$ cat config.mk
export PLATFORM = sky130hd
export DESIGN_NAME = i2c_master_byte_seq
export DESIGN_NICKNAME = d
export VERILOG_FILES = /design/src/rtl/i2c_master_byte_seq.sv
export SDC_FILE = /design/constraint.sdc
export NUM_CORES = 1
export LEC_CHECK = 0
export BUFFER_PORTS_ARGS = -buffer_cell sky130_fd_sc_hd__buf_2
export CELL_PAD_IN_SITES_DETAIL_PLACEMENT = 0
export CELL_PAD_IN_SITES_GLOBAL_PLACEMENT = 2
export CORE_UTILIZATION = 32
export DETAILED_ROUTE_END_ITERATION = 8
export MAX_ROUTING_LAYER = met4
export PLACE_DENSITY = 0.86
export RECOVER_POWER = 50
export SETUP_SLACK_MARGIN = 0.2
export SYNTH_ARGS = -nofsm -noshare
export SYNTH_HDL_FRONTEND = slang
export SYNTH_SLANG_ARGS = --single-unit
$ cat constraint.sdc
create_clock -name clk_i -period 2.3 [get_ports clk_i]
set_input_delay 0.345 -clock clk_i [delete_from_list [all_inputs] [get_ports clk_i]]
set_output_delay 0.345 -clock clk_i [all_outputs]
set_load 0.005 [all_outputs]
$ cat src/rtl/i2c_master_byte_seq.sv
// Byte-level I2C sequencer: expands one host request into START/WRITE/READ/ACK/STOP bit commands.
// Optional per-bit-command watchdog (to_o) when I2C_BYTE_SEQ_TIMEOUT_EN is defined.
module i2c_master_byte_seq #(
    parameter int TIMEOUT_W = 20
) (
    input  logic       clk_i,
    input  logic       rst_n_i,
    input  logic       ena_i,
    input  logic       start_i,
    input  logic       stop_i,
    input  logic       read_i,
    input  logic       write_i,
    input  logic       ack_i,
    input  logic [7:0] din_i,
    output logic       cmd_ack_o,
    output logic       ack_o,
    output logic [7:0] dout_o,
    output logic       i2c_busy_o,
    output logic       i2c_al_o,
    output logic [3:0] bit_cmd_o,
    output logic       bit_dat_o,
    input  logic       bit_dat_i,
    input  logic       bit_ack_i,
    input  logic       bit_busy_i,
    input  logic       bit_al_i
`ifdef I2C_BYTE_SEQ_TIMEOUT_EN
    ,
    output logic       to_o
`endif
);

    localparam logic [3:0] CMD_NOP   = 4'b0000;
    localparam logic [3:0] CMD_START = 4'b0001;
    localparam logic [3:0] CMD_STOP  = 4'b0010;
    localparam logic [3:0] CMD_WRITE = 4'b0100;
    localparam logic [3:0] CMD_READ  = 4'b1000;

    typedef enum logic [2:0] {
        ST_IDLE, ST_START, ST_WRITE, ST_READ, ST_ACK, ST_STOP
    } state_t;

    state_t     state_q, state_d;
    logic [7:0] sr_q, sr_d;
    logic [2:0] cnt_q, cnt_d;
    logic [3:0] cmd_q, cmd_d;
    logic       dat_q, dat_d;
    logic       cmd_ack_q, cmd_ack_d;
    logic       ack_q, ack_d;
    logic [7:0] dout_q, dout_d;
    logic       go;

`ifdef I2C_BYTE_SEQ_TIMEOUT_EN
    localparam logic [TIMEOUT_W-1:0] TO_LAST = {{(TIMEOUT_W-1){1'b1}}, 1'b0};
    logic [TIMEOUT_W-1:0] tcnt_q, tcnt_d;
    logic                 to_q, to_d;
`endif

    // ~cmd_ack_q keeps a still-held request from re-firing in the completion cycle
    assign go = (read_i | write_i | stop_i) & ~cmd_ack_q;

    always_ff @(posedge clk_i or negedge rst_n_i) begin
        if (!rst_n_i) begin
            state_q   <= ST_IDLE;
            sr_q      <= '0;
            cnt_q     <= '0;
            cmd_q     <= CMD_NOP;
            dat_q     <= 1'b0;
            cmd_ack_q <= 1'b0;
            ack_q     <= 1'b0;
            dout_q    <= '0;
`ifdef I2C_BYTE_SEQ_TIMEOUT_EN
            tcnt_q    <= '0;
            to_q      <= 1'b0;
`endif
        end else begin
            state_q   <= state_d;
            sr_q      <= sr_d;
            cnt_q     <= cnt_d;
            cmd_q     <= cmd_d;
            dat_q     <= dat_d;
            cmd_ack_q <= cmd_ack_d;
            ack_q     <= ack_d;
            dout_q    <= dout_d;
`ifdef I2C_BYTE_SEQ_TIMEOUT_EN
            tcnt_q    <= tcnt_d;
            to_q      <= to_d;
`endif
        end
    end

    always_comb begin
        state_d   = state_q;
        sr_d      = sr_q;
        cnt_d     = cnt_q;
        cmd_d     = cmd_q;
        dat_d     = dat_q;
        cmd_ack_d = 1'b0;
        ack_d     = ack_q;
        dout_d    = dout_q;
`ifdef I2C_BYTE_SEQ_TIMEOUT_EN
        // idle (NOP) or an acknowledged command restarts the watchdog
        tcnt_d = (bit_ack_i || cmd_q == CMD_NOP) ? '0 : tcnt_q + 1'b1;
        to_d   = 1'b0;
`endif
        if (bit_al_i || !ena_i) begin
            state_d = ST_IDLE;
            cmd_d   = CMD_NOP;
            dat_d   = 1'b0;
        end
`ifdef I2C_BYTE_SEQ_TIMEOUT_EN
        else if (cmd_q != CMD_NOP && !bit_ack_i && tcnt_q == TO_LAST) begin
            state_d = ST_IDLE;
            cmd_d   = CMD_NOP;
            dat_d   = 1'b0;
            to_d    = 1'b1;
        end
`endif
        else begin
            case (state_q)
                ST_IDLE: if (go) begin
                    sr_d  = din_i;
                    cnt_d = 3'd7;
                    dat_d = 1'b0;
                    if (start_i) begin
                        state_d = ST_START; cmd_d = CMD_START;
                    end else if (read_i) begin
                        state_d = ST_READ;  cmd_d = CMD_READ;
                    end else if (write_i) begin
                        state_d = ST_WRITE; cmd_d = CMD_WRITE; dat_d = din_i[7];
                    end else begin
                        state_d = ST_STOP;  cmd_d = CMD_STOP;
                    end
                end
                ST_START: if (bit_ack_i) begin
                    if (read_i) begin
                        state_d = ST_READ;  cmd_d = CMD_READ;  dat_d = 1'b0;
                    end else begin
                        state_d = ST_WRITE; cmd_d = CMD_WRITE; dat_d = sr_q[7];
                    end
                end
                ST_WRITE, ST_READ: if (bit_ack_i) begin
                    sr_d = {sr_q[6:0], bit_dat_i};
                    if (cnt_q == 3'd0) begin
                        // write: sample slave ACK with a READ; read: drive master ACK with a WRITE
                        state_d = ST_ACK;
                        cmd_d   = (state_q == ST_WRITE) ? CMD_READ : CMD_WRITE;
                        dat_d   = (state_q == ST_WRITE) ? 1'b0 : ack_i;
                    end else begin
                        cnt_d = cnt_q - 3'd1;
                        dat_d = (state_q == ST_WRITE) ? sr_q[6] : 1'b0;
                    end
                end
                ST_ACK: if (bit_ack_i) begin
                    ack_d  = bit_dat_i;
                    dout_d = sr_q;
                    dat_d  = 1'b0;
                    if (stop_i) begin
                        state_d = ST_STOP; cmd_d = CMD_STOP;
                    end else begin
                        state_d = ST_IDLE; cmd_d = CMD_NOP; cmd_ack_d = 1'b1;
                    end
                end
                ST_STOP: if (bit_ack_i) begin
                    state_d   = ST_IDLE;
                    cmd_d     = CMD_NOP;
                    cmd_ack_d = 1'b1;
                end
                default: begin
                    state_d = ST_IDLE;
                    cmd_d   = CMD_NOP;
                end
            endcase
        end
    end

    always_comb begin
        cmd_ack_o  = cmd_ack_q;
        ack_o      = ack_q;
        dout_o     = dout_q;
        bit_cmd_o  = cmd_q;
        bit_dat_o  = dat_q;
        i2c_busy_o = bit_busy_i;
        i2c_al_o   = bit_al_i;
`ifdef I2C_BYTE_SEQ_TIMEOUT_EN
        to_o       = to_q;
`endif
    end

endmodule
==> results.toml <==
[detailed_routing]
num_vias = 1415
drtAntennaViolNets = 0
drt-wirelength-per-cell_um = 14.0
via_per_inst = 5.11
drt_iter0_drc = 166
first_pass_iters = 4
post-route-drc-count = 0
drt_wl_total_um = 3890

[place]
io_buffers = 34
gp_congestion = 0.815
dp_hpwl_um = 2750
placed_cell_area_um2 = 1870

[timing]
drv_slew = 30
hold_viol_final = 0
fin_crit_sh = 0.842
worstMarginPinSlew_ns = 1.63
max_clock_freq_mhz = 516
period_minus_slack_ns = 1.94
tns_ns = 0
finalSetupViolations = 0
clock_skew_ns = 0.00188
slew_headroom = -0.0885
rsz0062_at_grt = "no"

[clock_tree]
postCtsSetupRepairBufs = 0
cts_tree = "yes"
worst_skew_pair.late_latency_ns = 0.28
htree_levels = 2
clockBufferDepth = 2
clk_pin_slew_ns = 0.06
numClockSinks = 29
cts_buffers = 5
holdBufCountCts = 0
cts-root-buf = "clkbuf_8"
post_cts_resized = 0

[finish]
diodes = 0
seqCellArea_um2 = 726
syn2layout_area_growth_pct = 23.2
multi_input_area_um2 = 802
drive_gt1_frac = 0.267
fin_nets = 231
stdcell_area_um2 = 1980
nFillCells = 500

[critical_path]
startpoint = "state_q[2]$_DFFE_PN0P_"
r2r-start = "state_q[2]$_DFFE_PN0P_"
cp.arrival_ns = 2.11
r2r_slack_ns = 0.36
critPathCaptureType = "register"
r2r_cells = 5
path_buf_inv = 1
cp_cell_sequence = "clkbuf_1 -> nor2_1 -> a32oi_1 -> nand3_1 -> a32o_1"
crit_slowest_cell = "clkbuf_1"
cp.required_ns = 2.47
cp_max_fo = 11
r2r_end = "bit_cmd_o[0]$_DFFE_PN0P_"
crit_path_max_incr_delay_ns = 0.39
critPathKind = "register to register"
crit_family = "compound AO/OA/AOI/OAI gates"
worstSetupStartpointType = "register"

[min_path]
hold_class = "input port to register"
min_to = "sr_q[0]$_DFFE_PN0P_"
hp-start = "din_i[0]"
hold_depth = 3

[die]
pin_count = 37
die_y_um = 72.8
initial_utilization = 0.335
die_x_um = 72.8
rows = 25
core_um2 = 4790
dieArea_um2 = 5300

[synth]
synth.distinct_cells = 38
yosysTopAreaCell = "dfrtp_1"
postSynthCellCount = 170
synth_top_area_share = 0.452
ys_seq_area_frac = 0.452
ys_ff_latch = 29
synth_warnings = 0
syn-num-nets = 192
ys.flop_type = "dfrtp_1"
netlist_area_um2 = 1610
ys_top_cells_by_area = "dfrtp_1, nand2_1, mux2_2, a31oi_1, mux2i_1"
synth_common_cells = "dfrtp_1, nand2_1, a31oi_1, a21oi_1, mux2_2"
syn_area_per_cell_um2 = 9.44
synth_edf_count = 0
async_flop_share = 1.00

[global_route]
overflow = 0
antenna_found_initial = 0
track_usage = 0.166
grt_max_degree = 30
grt_pass1_vias = 1379
grt_pass1_wl_um = 6460

[power_and_ir_drop]
pwr_density_cell_nw_per_um2 = 770
p_leak_uw = 0.000932
ir_drop_uv = 344

[job]
max_cap_viol_count = 1

[status]
violations = "max-capacitance violations, max-slew violations"
status = "finished, violations left"
## cell usage in the layout (no fill, tap or decap), types with 3 or more instances in the layout
master and n:
nand2b_1 5, mux2_2 9, mux2i_1 6, nor3_1 3, buf_4 8, o21ai_0 4
nor2b_1 7, clkbuf_8 6, dfrtp_1 29, inv_1 5, a21oi_1 10, clkbuf_1 7
nand3_1 4, buf_2 29, nand2_1 29, o211ai_1 3, a31oi_1 12, nor2_1 6
## layer usage
layer / vias to the layer above / GRT usage / wire (um)
met5: - / - / 0
met4: 0 / 0.0610 / 40
met3: 4 / 0.0373 / 219
met2: 55 / 0.250 / 1800
met1: 669 / 0.217 / 1830
li1: 687 / - / -
## worst reg2reg max path, delay by kind of cell, from the launching register on
kind / cells / cell delay [ns]
AO/OA/AOI/OAI: 2 / 0.56
buffers and inverters: 1 / 0.39
flip-flops: 1 / 0.37
AND/OR/NAND/NOR: 2 / 0.50
## power by group
part	switching (uW)	leakage, uW	internal (uW)
clock	189	0.0000585	353
sequential	56.7	0.000360	597
combinational	179	0.000513	148
total	425	0.000932	1100
## kinds of logic (layout without fill, tap and decap cells)
kind of cell,count (synthesis),in the layout,share of synthesized area
adder cells (fa/ha/maj),2,2,0.0156
AND/OR/NAND/NOR,63,63,0.200
AO/OA/AOI/OAI,44,44,0.184
multiplexers,15,15,0.101
flip-flops,29,29,0.452
buffers and inverters,17,57,0.0483
## through the flow
step                      total power (uW)  setup WS (ns)  cells  hold WS, ns  utilization
after global routing                  1610          0.256    277        0.330        0.413
after detailed placement               996          0.492    269        0.423        0.391
final                                 1520          0.364    277        0.314        0.413
after global placement                 995          0.486    269        0.417        0.391
after CTS                             1540          0.559    277        0.118        0.415
after floorplan                        861          0.647    170       0.0494            -
## area by class of cell
type	instances	area share
multi-input combinational	124	0.405
clock inverter	1	0.0152
tap	67	0.0424
timing repair buffer	43	0.115
clock buffer	7	0.0436
inverter	6	0.0114
sequential	29	0.367
## sequential cells by signal, summed over array words and instances (netlist names)
signal     cells
bit_cmd_o      4
dout_o         8
sr_q           8
ack_o          1
cnt_q          3
state_q        3
bit_dat_o      1
cmd_ack_o      1
## worst max path at each step
stage / end / cells past startpoint / slack (ns)
after detailed placement: ack_o$_DFFE_PN0P_ / 5 / 0.49
after floorplan: ack_o$_DFFE_PN0P_ / 4 / 0.65
after global routing: bit_cmd_o[0]$_DFFE_PN0P_ / 5 / 0.26
after global placement: dout_o[5]$_DFFE_PN0P_ / 5 / 0.49
final: bit_cmd_o[0]$_DFFE_PN0P_ / 5 / 0.36
after CTS: ack_o$_DFFE_PN0P_ / 4 / 0.56
Note: power is estimated with default switching activity, not from simulation.
